$ cat src/rtl/vector_writeback_seq_pkg.sv
// Shared types and helpers for the vector writeback sequencer.
// Optional build macro used by this slice: VTAIL_AGNOSTIC_ONES_EN.
package vector_writeback_seq_pkg;

  typedef enum logic [1:0] {
    LMUL_1 = 2'b00,
    LMUL_2 = 2'b01,
    LMUL_4 = 2'b10,
    LMUL_8 = 2'b11
  } lmul_e;

  typedef enum logic [1:0] {
    SEW_8  = 2'b00,
    SEW_16 = 2'b01,
    SEW_32 = 2'b10,
    SEW_64 = 2'b11
  } sew_e;

  typedef enum logic {
    IDLE  = 1'b0,
    WRITE = 1'b1
  } vwb_state_e;

  function automatic int unsigned elems_per_reg(input logic [1:0] sew, input int unsigned vlenb);
    return vlenb >> sew;
  endfunction

endpackage

$ cat src/rtl/vector_writeback_seq_byte_en.sv
// Combinational per-byte write-enable generator for one register of an LMUL group.
// With VTAIL_AGNOSTIC_ONES_EN it also flags tail/masked-off bytes to be filled with ones.
module vector_byte_enable_gen
  import vector_writeback_seq_pkg::*;
#(
  parameter int VLEN  = 64,
  parameter int VLENB = VLEN / 8,
  parameter int VLW   = $clog2(VLEN) + 1
) (
  input  logic [2:0]       reg_idx,
  input  sew_e             sew,
  input  logic [VLW-1:0]   vl,
  input  logic             vm,
  input  logic [VLEN-1:0]  v0_snap,
`ifdef VTAIL_AGNOSTIC_ONES_EN
  input  logic             ta,
  input  logic             ma,
  output logic [VLENB-1:0] fill,
`endif
  output logic [VLENB-1:0] enable
);

  localparam int IW = $clog2(VLEN);

  logic [VLW-1:0] epr;
  logic [VLW-1:0] g_idx [VLENB];
  logic [VLENB-1:0] in_body;
  logic [VLENB-1:0] mask_bit;

  // Global element index never exceeds VLEN-1 because a group spans at most 8 registers.
  always_comb begin
    epr      = VLW'(elems_per_reg(sew, VLENB));
    enable   = '0;
    in_body  = '0;
    mask_bit = '0;
`ifdef VTAIL_AGNOSTIC_ONES_EN
    fill     = '0;
`endif
    for (int b = 0; b < VLENB; b++) begin
      g_idx[b]    = VLW'(reg_idx) * epr + (VLW'(b) >> sew);
      in_body[b]  = g_idx[b] < vl;
      mask_bit[b] = vm || v0_snap[g_idx[b][IW-1:0]];
      enable[b]   = in_body[b] && mask_bit[b];
`ifdef VTAIL_AGNOSTIC_ONES_EN
      fill[b]     = (!in_body[b] && ta) || (in_body[b] && !mask_bit[b] && ma);
`endif
    end
  end

endmodule

$ cat src/rtl/vector_writeback_seq.sv
// Writeback sequencer: one register-bank write per accepted LMUL-group beat, with byte enables.
// Optional build macro: VTAIL_AGNOSTIC_ONES_EN (adds ta/ma and all-ones tail/mask fill).
module vector_writeback_seq
  import vector_writeback_seq_pkg::*;
#(
  parameter int VLEN  = 64,
  parameter int VLENB = VLEN / 8,
  parameter int VLW   = $clog2(VLEN) + 1
) (
  input  logic             clk,
  input  logic             reset_n,
  input  logic             start,
  input  logic [4:0]       vd_base,
  input  logic [1:0]       lmul,
  input  logic [1:0]       sew,
  input  logic [VLW-1:0]   vl,
  input  logic             vm,
  input  logic [VLEN-1:0]  v0_mask,
`ifdef VTAIL_AGNOSTIC_ONES_EN
  input  logic             ta,
  input  logic             ma,
`endif
  input  logic             res_valid,
  input  logic [VLEN-1:0]  res_data,
  output logic             res_ready,
  output logic [VLENB-1:0] enable,
  output logic [4:0]       vd_addr,
  output logic [VLEN-1:0]  result,
  output logic             busy,
  output logic             done
);

  vwb_state_e state, state_nxt;

  logic [2:0]      reg_idx;
  logic [4:0]      vd_base_snap;
  lmul_e           lmul_snap;
  sew_e            sew_snap;
  logic [VLW-1:0]  vl_snap;
  logic            vm_snap;
  logic [VLEN-1:0] v0_snap;

  logic            load;
  logic            accept;
  logic            done_nxt;
  logic [2:0]      last_idx;

  logic [VLENB-1:0] be_active;
  logic [VLENB-1:0] wr_en;
  logic [VLEN-1:0]  wr_data;

  assign last_idx = 3'((4'd1 << lmul_snap) - 4'd1);
  assign busy     = (state == WRITE);

`ifdef VTAIL_AGNOSTIC_ONES_EN
  logic             ta_snap;
  logic             ma_snap;
  logic [VLENB-1:0] be_fill;

  vector_byte_enable_gen #(.VLEN(VLEN), .VLENB(VLENB), .VLW(VLW)) u_be_gen (
    .reg_idx (reg_idx),
    .sew     (sew_snap),
    .vl      (vl_snap),
    .vm      (vm_snap),
    .v0_snap (v0_snap),
    .ta      (ta_snap),
    .ma      (ma_snap),
    .fill    (be_fill),
    .enable  (be_active)
  );

  always_comb begin
    wr_en = be_active | be_fill;
    for (int b = 0; b < VLENB; b++) begin
      wr_data[8*b +: 8] = be_fill[b] ? 8'hFF : res_data[8*b +: 8];
    end
  end
`else
  vector_byte_enable_gen #(.VLEN(VLEN), .VLENB(VLENB), .VLW(VLW)) u_be_gen (
    .reg_idx (reg_idx),
    .sew     (sew_snap),
    .vl      (vl_snap),
    .vm      (vm_snap),
    .v0_snap (v0_snap),
    .enable  (be_active)
  );

  assign wr_en   = be_active;
  assign wr_data = res_data;
`endif

  always_ff @(posedge clk or negedge reset_n) begin
    if (!reset_n) state <= IDLE;
    else          state <= state_nxt;
  end

  always_comb begin
    state_nxt = state;
    res_ready = 1'b0;
    accept    = 1'b0;
    load      = 1'b0;
    done_nxt  = 1'b0;
    case (state)
      IDLE: begin
        if (start) begin
          if (vl == '0) begin
            done_nxt = 1'b1;
          end else begin
            load      = 1'b1;
            state_nxt = WRITE;
          end
        end
      end
      WRITE: begin
        res_ready = 1'b1;
        accept    = res_valid;
        if (res_valid && (reg_idx == last_idx)) begin
          done_nxt  = 1'b1;
          state_nxt = IDLE;
        end
      end
      default: state_nxt = IDLE;
    endcase
  end

  // Write stage: the accepted beat lands on the bank port one cycle after the handshake.
  always_ff @(posedge clk or negedge reset_n) begin
    if (!reset_n) begin
      reg_idx      <= '0;
      vd_base_snap <= '0;
      lmul_snap    <= LMUL_1;
      sew_snap     <= SEW_8;
      vl_snap      <= '0;
      vm_snap      <= 1'b0;
      v0_snap      <= '0;
`ifdef VTAIL_AGNOSTIC_ONES_EN
      ta_snap      <= 1'b0;
      ma_snap      <= 1'b0;
`endif
      enable       <= '0;
      vd_addr      <= '0;
      result       <= '0;
      done         <= 1'b0;
    end else begin
      done   <= done_nxt;
      enable <= '0;
      if (load) begin
        reg_idx      <= '0;
        vd_base_snap <= vd_base;
        lmul_snap    <= lmul_e'(lmul);
        sew_snap     <= sew_e'(sew);
        vl_snap      <= vl;
        vm_snap      <= vm;
        v0_snap      <= v0_mask;
`ifdef VTAIL_AGNOSTIC_ONES_EN
        ta_snap      <= ta;
        ma_snap      <= ma;
`endif
      end
      if (accept) begin
        enable  <= wr_en;
        vd_addr <= vd_base_snap + 5'(reg_idx);
        result  <= wr_data;
        reg_idx <= reg_idx + 3'd1;
      end
    end
  end

endmodule

$ cat config.mk
export PLATFORM = sky130hd
export DESIGN_NAME = vector_writeback_seq
export DESIGN_NICKNAME = d
export VERILOG_FILES = /design/src/rtl/vector_writeback_seq_pkg.sv /design/src/rtl/vector_writeback_seq_byte_en.sv /design/src/rtl/vector_writeback_seq.sv
export SDC_FILE = /design/constraint.sdc
export NUM_CORES = 1
export LEC_CHECK = 0
export ABC_CLOCK_PERIOD_IN_PS = 4400
export CORE_UTILIZATION = 54
export CTS_CLUSTER_SIZE = 20
export DETAILED_ROUTE_END_ITERATION = 12
export PLACE_DENSITY_LB_ADDON = 0.3
export SETUP_SLACK_MARGIN = 0.4
export SLEW_MARGIN = 20
export SYNTH_ARGS = -nofsm -noshare
export SYNTH_HDL_FRONTEND = slang
export SYNTH_SLANG_ARGS = --single-unit
$ cat constraint.sdc
create_clock -name clk -period 4.4 [get_ports clk]
set_input_delay 0.88 -clock clk [delete_from_list [all_inputs] [get_ports clk]]
set_output_delay 0.88 -clock clk [all_outputs]
set_load 0.05 [all_outputs]
# After elaboration in Yosys (flattened, before gate mapping)
# Cells that the tools add are included.
[word_totals]
reg_bits = 163
latch_bits = 0
ramBits = 0
romBits = 0
in_bits = 149
out_inout_bits = 80
n_memories = 0
[classes]
n_addsub = 11
multipliers = 1
div_mod_pow = 0
magnitude_cmp = 16
eq_ne = 1
n_shift = 10
muxes = 30
n_bitwise = 1
reduce_logical = 19
[ops]
columns = ["cell", "count"]
rows = [
  ["$add 7x7->7", 8],
  ["$lt 6x7->1 const B", 8],
  ["$lt 7x7->1", 8],
  ["$bmux 1 s6", 8],
  ["$shr 3x2->7 const A", 4],
  ["$mux 1", 17],
  ["$shr 1x2->7 const A", 2],
  ["$shr 2x2->7 const A", 2],
  ["$logic_and 1x1->1", 9],
  ["$logic_or 1x1->1", 8],
  ["$mux 8", 1],
  ["$logic_not 7->1", 1],
  ["$mul 3x7->7", 1],
  ["$shr 4x2->7 const A", 1],
  ["$mux 3", 2],
  ["$add 5x3->5", 1],
  ["$pmux 1 s2", 2],
  ["$add 3x1->3 const B", 1],
  ["$eq 3x3->1", 1],
  ["$shl 1x2->3 const A", 1],
  ["$sub 3x1->3 const B", 1],
  ["$reduce_bool 2->1", 1],
  ["$not 1->1", 1],
]

# Logic depth before layout (Yosys ltp)
[depth]
ltp_word = 8
depth_mapped = 17
depth_no_buf = 16

# Cells and area by module
# Synthesis repeated with hierarchy kept, for this count alone.
[hier_totals]
cells_unflattened = 976
area_unflattened_um2 = 12776.0
[modules_own_cells]
columns = ["mod", "instances", "cells_each", "area_each_um2", "seq_area_each_um2"]
rows = [
  ["vector_byte_enable_gen", 1, 594, 6546.3, 0.0],
  ["vector_writeback_seq", 1, 382, 6229.7, 4078.9],
]

# Worst setup path after synthesis
# No wires, ideal clock.
[synth_timing]
path_kind = "flip-flop to flip-flop"
startpoint = "reg sew_snap[1]"
endpoint = "reg enable[3]"
setup_ps = 73
t_arrival_ps = 3964
required_ps = 4327
path_slack_ps = 363
stages_incl_launch_ff = 14
n_path_buf = 1
cell_sequence = "dfrtp_1 -> inv_1 -> ha_1 -> and2_1 -> fa_1 -> ha_1 -> fa_1 -> clkbuf_1 -> and2_1 -> nand2_1 -> xnor2_1 -> mux4_2 -> mux2_2 -> a21oi_2"
[synth_via]
elab_chain_cells = 8
[synth_lines]
columns = ["item", "line", "text"]
rows = [
  ["start: declaration", "vector_writeback_seq.sv:38", "sew_e sew_snap;"],
  ["start signal: assignment", "vector_writeback_seq.sv:151", "sew_snap <= sew_e'(sew);"],
  ["$shr 4x2->7", "vector_writeback_seq_pkg.sv:25", "return vlenb >> sew;"],
  ["$mul 3x7->7", "vector_writeback_seq_byte_en.sv:40", "g_idx[b] = VLW'(reg_idx) * epr + (VLW'(b) >> sew);"],
  ["$add 7x7->7 *", "vector_writeback_seq_byte_en.sv:40", ""],
  ["$bmux 1 s6", "vector_writeback_seq_byte_en.sv:42", "mask_bit[b] = vm || v0_snap[g_idx[b][IW-1:0]];"],
  ["$mux 1 (not written as such)", "vector_writeback_seq_byte_en.sv:42", ""],
  ["$logic_or 1x1->1", "vector_writeback_seq_byte_en.sv:42", ""],
  ["$logic_and 1x1->1 *", "vector_writeback_seq_byte_en.sv:43", "enable[b] = in_body[b] && mask_bit[b];"],
  ["$mux 8 *", "vector_writeback_seq.sv:160", "if (accept) begin"],
  ["end signal: assignment", "vector_writeback_seq.sv:161", "enable <= wr_en;"],
  ["end: declaration", "vector_writeback_seq.sv:26", "output logic [VLENB-1:0] enable,"],
]
# Mark *: on every way between the ends. The rest lies on a longest branch, timed or not. The select of a mux whose other input is x is not followed.
# A chain may end at the register's enable or synchronous reset.

# Worst setup path after layout
[layout_timing]
startpoint = "reg sew_snap[0]"
endpoint = "reg enable[3]"
# Same word-level chain as after synthesis.

==> results.toml <==
[floorplanning]
die_area_um2 = 24200
start_util = 0.557
num_rows = 55
core_um2 = 22900
io_pins = 229
fp.dieW_um = 156
die_h_um = 156

[synth]
synth.distinct_cells = 58
ys_warn_count = 0
ys_ff_latch = 163
synth_nets = 1174
netlist_area_um2 = 12800
yosysSeqAreaShare = 0.320
synthFlopType = "dfrtp_1"
synthArstFlopShare = 1.00
avgSynthCellArea_um2 = 13.6
syn_inst = 940
synth-edff-count = 0

[setup_path]
critical_path_class = "flip-flop to flip-flop"
r2r_slack_ps = 470
rr_startpoint = "sew_snap[0]"
path_max_fanout = 9
critPathCapture = "enable[3]"
crit_path_start_kind = "flip-flop"
reg2reg_to = "enable[3]"
worstSetupStartpoint = "sew_snap[0]"
cp_data_arrival_time_ps = 4260
required_ps = 4730
end_kind = "flip-flop"
rr_worst_depth = 12

[cells_and_area]
regArea_um2 = 4080
fill_cells = 1564
nets = 1412
area_delta_synth_final_pct = 27.5
multi_input_area_um2 = 8310
drive_gt1_frac = 0.344
final_common_cell = "clkdlybuf4s50_1"
layout_common_cells = "clkdlybuf4s50_1, dfrtp_1, mux2_2"

[cts]
hold_buffers = 0
clockRootBuffer = "clkbuf_16"
clk_path_buf_depth = 2
path_clk_slew_ps = 80
cts_tree = "built"
clkSinkCount = 163
cts_made_buffers = 17
htree_levels = 4
clkLatencyLatePin_ps = 450

[global_route]
grt-ovfl-total = 0
grt_max_degree = 104
globalRouteTotalUtil = 0.320
first_global_vias = 9906
antenna_found_initial = 2
grt_pass1_wl_mm = 57.4

[drt]
drt_wl_total_mm = 37.1
dr.pass1.iters = 5
wire_per_inst_um = 24.6
ant_nets = 0
routed_via_density = 6.49
drc = 0
drt_iter0_drc = 1090
vias = 9775

[hold_path]
worstHoldPathType = "input port to asynchronous set/reset pin"

[outcome]
status = "finished clean"

[placement]
dp_hpwl_mm = 26.8
io_buffers = 228
gp_congestion = 1.02

[sta]
setup_tns_ps = 0
rsz0062_at_grt = "yes"
fmaxAchievable_mhz = 254
clock_skew_ps = 11.5
relSlewSlack = 0.286
final_hold_viol_count = 0
setup_violations = 0
period_minus_slack_ps = 3930
worst_pin_slew_ps = 1070
fin_crit_sh = 0.893
slew_violations = 0

[run]
drv_cap = 0
## per-stage QoR
stage / utilization / setup slack [ps] / instances / cell area [µm²] / hold WS (ps)
global placement: 0.675 / 286 / 1463 / 15500 / 467
global route: 0.710 / 353 / 1504 / 16300 / 312
detailed placement: 0.675 / 212 / 1463 / 15500 / 472
CTS: 0.703 / 409 / 1498 / 16100 / 487
finish: 0.710 / 470 / 1506 / 16300 / 296
floorplan: - / 421 / 940 / 12800 / 485
## sequential cells by signal, summed over array words and instances (netlist names)
register and cells:
vd_base_snap 5, sew_snap 2, result 64, vd_addr 5, reg_idx 3, lmul_snap 2, done 1, vm_snap 1
v0_snap 64, vl_snap 7, enable 8, busy 1
## cell families (layout without fill, tap and decap cells)
group                    count (synthesis)  after routing  share of synthesized area
buffers and inverters                   97            348                     0.0383
XOR/XNOR                                40             40                     0.0360
AO/OA/AOI/OAI                          115            115                     0.0606
AND/OR/NAND/NOR                        123            123                     0.0449
flip-flops                             163            163                      0.320
multiplexers                           317            317                      0.411
other                                    0              2                          0
adder cells (fa/ha/maj)                 85             85                     0.0893
## worst min-delay path by stage
stage | startpoint | end | slack, ps | cells past startpoint
after floorplan | vd_base_snap[0] | vd_base_snap[0] | 480 | 1
after global placement | vd_addr[4] | vd_addr[4] | 470 | 2
after detailed placement | vd_addr[3] | vd_addr[3] | 470 | 2
after CTS | vd_addr[4] | vd_addr[4] | 490 | 2
after global routing | reset_n | result[38] | 310 | 1
final | reset_n | enable[6] | 300 | 1
## per-layer routing
metal / vias to the layer above / part of all wire / GRT usage
met5: - / 0 / 0
met4: 0 / 0.044 / 0.144
met3: 122 / 0.12 / 0.114
met2: 679 / 0.47 / 0.487
met1: 4863 / 0.37 / 0.412
li1: 4111 / - / -
## final cells by class
cell class | count | area share
Multi-Input combinational cell | 680 | 0.511
Sequential cell | 163 | 0.251
Timing Repair Buffer | 283 | 0.170
Clock buffer | 18 | 0.0270
Tap cell | 313 | 0.0241
Clock inverter | 14 | 0.00939
Inverter | 33 | 0.00792
Antenna cell | 2 | 0.000308
## critical path: stages (launching register included)
cell and delay, ps:
dfrtp_1 400, inv_1 90, ha_2 220, and2_1 170, ha_1 450, buf_4 230, fa_1 560, xor2_4 210
buf_4 290, mux2i_1 620, mux4_2 370, mux2_2 150, a21oi_2 50
## timing repair
item                                    in CTS  in global routing
endpoints found under the setup margin       7                  7
gates resized for setup                      7                 17
setup buffers                                3                  5
pin swaps                                    2                  3
## Yosys cell counts, drive strengths merged, types with 3 or more instances
library cell | n | area share
buf | 40 | 0.021
a211oi | 11 | 0.0065
o21ai | 26 | 0.010
nand2b | 7 | 0.0034
mux2i | 27 | 0.021
dfrtp | 163 | 0.32
and2 | 10 | 0.0051
a21o | 34 | 0.020
a22oi | 4 | 0.0024
nand4 | 3 | 0.0015
mux2 | 142 | 0.13
a21oi | 24 | 0.010
ha | 75 | 0.074
fa | 10 | 0.016
nor2 | 19 | 0.0058
nor2b | 4 | 0.0020
a2bb2oi | 4 | 0.0027
and3 | 3 | 0.0015
inv | 31 | 0.0093
xnor2 | 30 | 0.026
clkbuf | 24 | 0.0072
nand2 | 61 | 0.018
mux4 | 148 | 0.26
xor2 | 10 | 0.0095
nand3 | 8 | 0.0035
Power is left out: the tool's default activity adds up to more than one toggle a clock period on the data nets, which glitch-free logic cannot reach.
